**src/rtl/apb_cmd_master.sv**
```systemverilog
// apb_cmd_master: turns a valid/ready command stream into single APB transfers, one response each.
// Latency: command accept to rsp_valid is 3 cycles, plus one cycle per slave wait state.
// Backpressure: cmd_ready only in IDLE with no pending response; response held stable until rsp_ready.
// Optional feature macro: APB_CMD_MASTER_TIMEOUT_EN (wait counter, timeout abort, rsp_err, err_cnt).
module apb_cmd_master #(
  parameter int unsigned TIMEOUT = 16
) (
  input  logic        clk,
  input  logic        rst,
  input  logic        cmd_valid,
  output logic        cmd_ready,
  input  logic        cmd_write,
  input  logic [31:0] cmd_addr,
  input  logic [31:0] cmd_wdata,
  output logic        rsp_valid,
  input  logic        rsp_ready,
  output logic [31:0] rsp_rdata,
  output logic        rsp_err,
  output logic [7:0]  err_cnt,
  output logic        apb_sel,
  output logic        apb_en,
  output logic        apb_write,
  output logic [31:0] apb_addr,
  output logic [31:0] apb_wdata,
  input  logic        apb_ready,
  input  logic [31:0] apb_rdata
);

  typedef enum logic [1:0] {IDLE, SETUP, ACCESS, RESP} state_e;

  state_e      state_q, state_d;
  logic        apb_write_q, apb_write_d;
  logic [31:0] apb_addr_q, apb_addr_d;
  logic [31:0] apb_wdata_q, apb_wdata_d;
  logic [31:0] rsp_rdata_q, rsp_rdata_d;
  logic        rsp_err_q, rsp_err_d;

  // High in the ACCESS cycle where the slave has used up its wait allowance
  logic        timeout_hit;

`ifdef APB_CMD_MASTER_TIMEOUT_EN
  localparam logic [15:0] TIMEOUT_W = 16'(TIMEOUT);

  logic [15:0] wait_cnt_q, wait_cnt_d;
  logic [7:0]  err_cnt_q, err_cnt_d;

  // Compare happens before the increment, so apb_en stays high TIMEOUT+1 cycles
  assign timeout_hit = (state_q == ACCESS) && !apb_ready && (wait_cnt_q == TIMEOUT_W);

  // Wait counter clears as a new transfer starts and saturates instead of wrapping; err_cnt saturates at 255
  always_comb begin
    wait_cnt_d = wait_cnt_q;
    err_cnt_d  = err_cnt_q;
    if ((state_q == IDLE) && cmd_valid) begin
      wait_cnt_d = '0;
    end else if ((state_q == ACCESS) && !apb_ready && (wait_cnt_q != 16'hFFFF)) begin
      wait_cnt_d = wait_cnt_q + 16'd1;
    end
    if (timeout_hit && (err_cnt_q != 8'hFF)) begin
      err_cnt_d = err_cnt_q + 8'd1;
    end
  end

  // Timeout bookkeeping registers; err_cnt only clears on reset
  always_ff @(posedge clk) begin
    if (rst) begin
      wait_cnt_q <= '0;
      err_cnt_q  <= '0;
    end else begin
      wait_cnt_q <= wait_cnt_d;
      err_cnt_q  <= err_cnt_d;
    end
  end

  assign err_cnt = err_cnt_q;
`else
  // Without the timeout feature ACCESS waits for apb_ready indefinitely
  logic unused_timeout;
  assign unused_timeout = ^TIMEOUT;
  assign timeout_hit    = 1'b0;
  assign err_cnt        = '0;
`endif

  // State and transfer registers; synchronous reset drops any in-flight transfer or pending response
  always_ff @(posedge clk) begin
    if (rst) begin
      state_q     <= IDLE;
      apb_write_q <= 1'b0;
      apb_addr_q  <= '0;
      apb_wdata_q <= '0;
      rsp_rdata_q <= '0;
      rsp_err_q   <= 1'b0;
    end else begin
      state_q     <= state_d;
      apb_write_q <= apb_write_d;
      apb_addr_q  <= apb_addr_d;
      apb_wdata_q <= apb_wdata_d;
      rsp_rdata_q <= rsp_rdata_d;
      rsp_err_q   <= rsp_err_d;
    end
  end

  // Next-state: one transfer at a time, response must be consumed before the next command
  always_comb begin
    state_d = state_q;
    case (state_q)
      IDLE:    if (cmd_valid) state_d = SETUP;
      SETUP:   state_d = ACCESS;
      ACCESS:  if (apb_ready || timeout_hit) state_d = RESP;
      RESP:    if (rsp_ready) state_d = IDLE;
      default: state_d = IDLE;
    endcase
  end

  // Datapath: latch the command on accept, capture the response when the transfer ends
  always_comb begin
    apb_write_d = apb_write_q;
    apb_addr_d  = apb_addr_q;
    apb_wdata_d = apb_wdata_q;
    rsp_rdata_d = rsp_rdata_q;
    rsp_err_d   = rsp_err_q;
    if ((state_q == IDLE) && cmd_valid) begin
      apb_write_d = cmd_write;
      apb_addr_d  = cmd_addr;
      apb_wdata_d = cmd_wdata;
    end
    if (state_q == ACCESS) begin
      if (apb_ready) begin
        rsp_rdata_d = apb_write_q ? 32'd0 : apb_rdata;
        rsp_err_d   = 1'b0;
      end else if (timeout_hit) begin
        rsp_rdata_d = 32'd0;
        rsp_err_d   = 1'b1;
      end
    end
  end

  // Outputs decoded from state; cmd_ready is also masked by reset
  always_comb begin
    cmd_ready = (state_q == IDLE) && !rst;
    apb_sel   = (state_q == SETUP) || (state_q == ACCESS);
    apb_en    = (state_q == ACCESS);
    rsp_valid = (state_q == RESP);
  end

  assign apb_write = apb_write_q;
  assign apb_addr  = apb_addr_q;
  assign apb_wdata = apb_wdata_q;
  assign rsp_rdata = rsp_rdata_q;
  assign rsp_err   = rsp_err_q;

endmodule
```
**config.mk**
```make
export PLATFORM = sky130hd
export DESIGN_NAME = apb_cmd_master
export DESIGN_NICKNAME = d
export VERILOG_FILES = /design/src/rtl/apb_cmd_master.sv
export SDC_FILE = /design/constraint.sdc
export NUM_CORES = 1
export LEC_CHECK = 0
export ABC_AREA = 1
export BUFFER_PORTS_ARGS = -buffer_cell sky130_fd_sc_hd__buf_2
export CORE_UTILIZATION = 39
export DETAILED_ROUTE_END_ITERATION = 8
export PLACE_DENSITY = 0.79
export RECOVER_POWER = 100
export SETUP_SLACK_MARGIN = 0.5
export SLEW_MARGIN = 20
export SYNTH_ARGS = -nofsm -noshare
export SYNTH_HDL_FRONTEND = slang
export SYNTH_SLANG_ARGS = --single-unit
```
**constraint.sdc**
```tcl
create_clock -name clk -period 1.3 [get_ports clk]
set_clock_uncertainty 0.15 [all_clocks]
set_input_delay 0.195 -clock clk [delete_from_list [all_inputs] [get_ports clk]]
set_output_delay 0.195 -clock clk [all_outputs]
set_load 0.1 [all_outputs]
```
==> out/metrics.cfg, run 1 <==
[yosys]
ys_seq_area_share_pct=53.4
synth_edf_count=0
syn-cell-area_um2=3710
ys_seq_elements=99
synth_top_flop_cell=dfxtp_1
synth_largest_area_cell=dfxtp_1
synth_area_leaders=dfxtp_1 (53%), nor2_1 (13%), o21ai_1 (5.5%), a21oi_1 (4.4%), nand3_1 (4.4%)
postSynth.asyncResetShare_pct=0
avgSynthCellArea_um2=8.04
netlist.area_leader.share_pct=53.4
synth_warnings=0
yosysUniqueCellTypes=18
synth_cells=462

[outcome]
error_line=[ERROR GRT-0232] Routing congestion too high. Check the congestion heatmap in the GUI.
status=did not finish
haltStage=global routing

[floorplan]
start_util_pct=40.2
rows=35
die_w_um=99.6
ioPinCount=212
die_h_um=99.6

[clocking]
cts_htree_levels=3
clock-root-buffer=clkbuf_8
clock-sinks=99
cts-buffers-inserted=9
max-clock-path-buffers=2

[place]
port_buffers=202
place_congestion=0.778
place_hpwl_um=8260

[global_route]
gr-total-overflow=5
grt_start_max_net_pins=68
grt_usage_pct=66.0
antenna_found_initial=4

[timing]
worst_endpoint=cmd_ready
endpoint_type=output port

## cell usage after synthesis (6+ instances only)
cell type / instances
nor2_1: 133
o21ai_0: 24
dfxtp_1: 99
inv_1: 7
buf_4: 16
o21ai_1: 41
nand3_1: 33
nand2_1: 39
a21oi_1: 33
buf_6: 12
clkbuf_1: 6
buf_2: 8
## per-layer routing
layer | GRT usage (%) | GRT overflow
met1 | 64.4 | 0
met2 | 91.1 | 2
met3 | 37.4 | 0
met4 | 77.7 | 3
met5 | 0.513 | 0
## per-stage QoR
step / worst slack, ns / TNS (ns) / cell area (um2) / std cells
after floorplan: -0.156 / -4.90 / 4090 / 470
after global placement: -0.0768 / -2.17 / 6640 / 773
after detailed placement: -0.117 / -7.51 / 6640 / 773
after CTS: -0.331 / -24.09 / 7930 / 833
## logic make-up after synthesis
kind of cell,Yosys count,share of synthesized area [%]
flops,99,53.4
compound gates,98,13.2
other cells,1,0.101
buf+inv,52,9.64
fa+ha+maj,4,1.35
simple gates,208,22.3
## repair_timing
item,in CTS
gates resized for setup,157
pin swaps,26
endpoints found under the hold margin,97
setup buffers,30
setup endpoints to repair,200
cloned,14
==> run 2: changes to the inputs <==
--- a/config.mk
+++ b/config.mk
@@ -7,11 +7,10 @@
 export LEC_CHECK = 0
 export ABC_AREA = 1
 export BUFFER_PORTS_ARGS = -buffer_cell sky130_fd_sc_hd__buf_2
-export CORE_UTILIZATION = 39
+export CORE_UTILIZATION = 28
 export DETAILED_ROUTE_END_ITERATION = 8
-export PLACE_DENSITY = 0.79
+export PLACE_DENSITY_LB_ADDON = 0.15
 export RECOVER_POWER = 100
-export SETUP_SLACK_MARGIN = 0.5
 export SLEW_MARGIN = 20
 export SYNTH_ARGS = -nofsm -noshare
 export SYNTH_HDL_FRONTEND = slang
==> constraint.sdc (replaced) <==
create_clock -name clk -period 1.7 [get_ports clk]
set_clock_uncertainty 0.15 [all_clocks]
set_input_delay 0.255 -clock clk [delete_from_list [all_inputs] [get_ports clk]]
set_output_delay 0.255 -clock clk [all_outputs]
set_load 0.1 [all_outputs]
==> out/metrics.cfg, run 2 <==
[yosys]
yosys.area_share.simple_pct=22.3  ; unchanged
ys_seq_elements=99  ; unchanged
syn-cell-area_um2=3710  ; unchanged
synth_warnings=0  ; unchanged
avgSynthCellArea_um2=8.04  ; unchanged
synth.area.mux_share_pct=0  ; unchanged
yosysMostFrequentCell=nor2_1
yosys-top-cells-count=nor2_1 (133), dfxtp_1 (99), o21ai_1 (41)
synth_cells=462  ; unchanged
synth_top_family_by_area=simple AND/OR/NAND/NOR gates
yosysUniqueCellTypes=18  ; unchanged
netlist.area_leader.share_pct=53.4  ; unchanged
synth_top_flop_cell=dfxtp_1
synth-adder-area-share_pct=1.35  ; unchanged
postSynth.asyncResetShare_pct=0  ; unchanged
synth_edf_count=0  ; unchanged
synth_area_leaders=dfxtp_1 (53%), nor2_1 (13%), o21ai_1 (5.5%), a21oi_1 (4.4%), nand3_1 (4.4%)
synth-xor-area-share_pct=0  ; unchanged
ys_seq_area_share_pct=53.4  ; unchanged
synth_largest_area_cell=dfxtp_1
synth-compound-area-share_pct=13.2  ; unchanged

[timing]
setup_viol=0
rsz0062_at_grt=false
fmax_ghz=0.612
relSlewSlack_pct=62.3
fin_worst_hold_slack_ns=0.00860
hold_viol=0
layout_min_cycle_time_ns=1.63
min_period_over_period_pct=96.1
slew_violations=0
worst_slew_pin_slew_ns=0.568

[floorplan]
die_area_um2=13700
core_um2=12800
die_w_um=117  ; +18%
ioPinCount=212  ; unchanged
rows=41  ; +17%
die_h_um=117  ; +18%
start_util_pct=29.1  ; -11 points

[global_route]
grt_pass1_vias=3434
gr-total-overflow=0
grt_usage_pct=14.9
grt_start_max_net_pins=68
antenna_found_initial=0
grt_pass1_wl_um=15700

[place]
place_congestion=0.689  ; -11%
port_buffers=202  ; unchanged
place_hpwl_um=7130  ; -14%

[drt]
wl_per_cell_um=12.0
drt_pass1_iterations=4
antenna_left=0
num_vias=3703
routed_wl_um=10300
drc_errors=0
drt-initial-drc-count=129
viasPerCell=4.32

[cells_and_area]
antenna-diode-count=0
drive_gt1_share_pct=35.1
layout_common_cells=nor2_1 (132), buf_2 (101), clkbuf_2 (98)
syn2layout_area_growth_pct=46.2
fillers=1346
layout_commonest_cell=nor2_1
nNetsFinal=788

[clocking]
clock-root-buffer=clkbuf_16
cts_tree=yes
cts-buffers-inserted=9  ; unchanged
clock-sinks=99  ; unchanged
worstSkewPairLatency_ns=0.34
cts.clk_slew.worst_paths_ns=0.06
cts_htree_levels=3  ; unchanged
max-clock-path-buffers=2  ; unchanged

[worst_setup_path]
crit_buf_inv=3
criticalPathCategory=reg -> out
crit_slowest_cell=dfxtp_2
cp.required_ns=1.29
cpLargestDelayFamily=flip-flops
crit_fanout=4
critical-path-max-stage-delay_ns=0.34
crit_path_start_kind=register
endpoint_kind=output port
cp.arrival_ns=1.23
cp_cell_sequence=inv_4, ha_4, inv_1, nor2_4, buf_12

[power]
p_leak_nw=2.53
finalPower_mw=11.8
irDropWorstVdd_uv=1030
power.density_nw_per_um2=2180

[run]
cap_violations=0

[outcome]
status=finished, final reports clean

[hold_path]
hold_class=in -> reg

run 2: worst paths after layout:
kind | end | start | cells after the start | slack [ns]
min | apb_wdata[28] | cmd_wdata[28] | 3 | 0.009
min reg2reg | rsp_rdata[12] | rsp_rdata[12] | 2 | 0.31
max reg2reg | apb_wdata[11] | state_q[0] | 7 | 0.15
max | cmd_ready | state_q[0] | 5 | 0.07
run 2: layout make-up:
cell class	instances	area [um2]	area share (%)
multi-input cells	319	1430	26.3
repair buffers	243	1460	27.0
clock inverters	2	35.0	0.645
well taps	172	215	3.96
clock buffers	13	260	4.79
inverters	10	42.5	0.784
flip-flops and latches	99	1990	36.6
run 2: cells by family after synthesis:
group	after synthesis
flops	99
other cells	1
fa+ha+maj	4
buf+inv	52
simple gates	208
compound gates	98
run 2: per-stage QoR:
stage | setup TNS (ns) | cells | setup slack (ns) | utilization (%) | area [um2]
2_1_floorplan | -1.71 | 470 | -0.0579 | - | 3760
3_3_place_gp | 0 | 813 | 0.141 | 38.0 | 4860
3_5_place_dp | 0 | 813 | 0.0710 | 38.0 | 4860
4_1_cts | 0 | 857 | 0.0104 | 42.7 | 5460
5_1_grt | 0 | 858 | 0.0128 | 42.5 | 5430
6_report | 0 | 858 | 0.0667 | 42.5 | 5430
run 2: timing repair:
action,4_1_cts,5_1_grt
hold buffers,29,0
buffers inserted,0,1
setup endpoints to repair,2,3
resized for setup,4,3
hold endpoints to repair,29,0
run 2: power by group:
| part | internal [mW] | switching, mW |
|---|---|---|
| sequential | 2.86 | 0.284 |
| combinational | 1.20 | 5.43 |
| clock | 1.21 | 0.828 |
run 2: worst register-to-register path: stages (launching register included):
cell and delay (ns):
dfxtp_2 0.34, inv_4 0.07, ha_4 0.14, nand2_2 0.08, clkinv_2 0.06, buf_6 0.38, nor2_1 0.12, nor2_1 0.13
run 2: metal layers:
layer,share of wire (%),vias to the layer above,global-route usage [%]
met5,0,-,0
met4,2.0,0,7.34
met3,8.6,14,4.94
met2,48,134,26.4
met1,41,1642,16.0
li1,-,1913,-
Power figures use the tool's default switching activity.
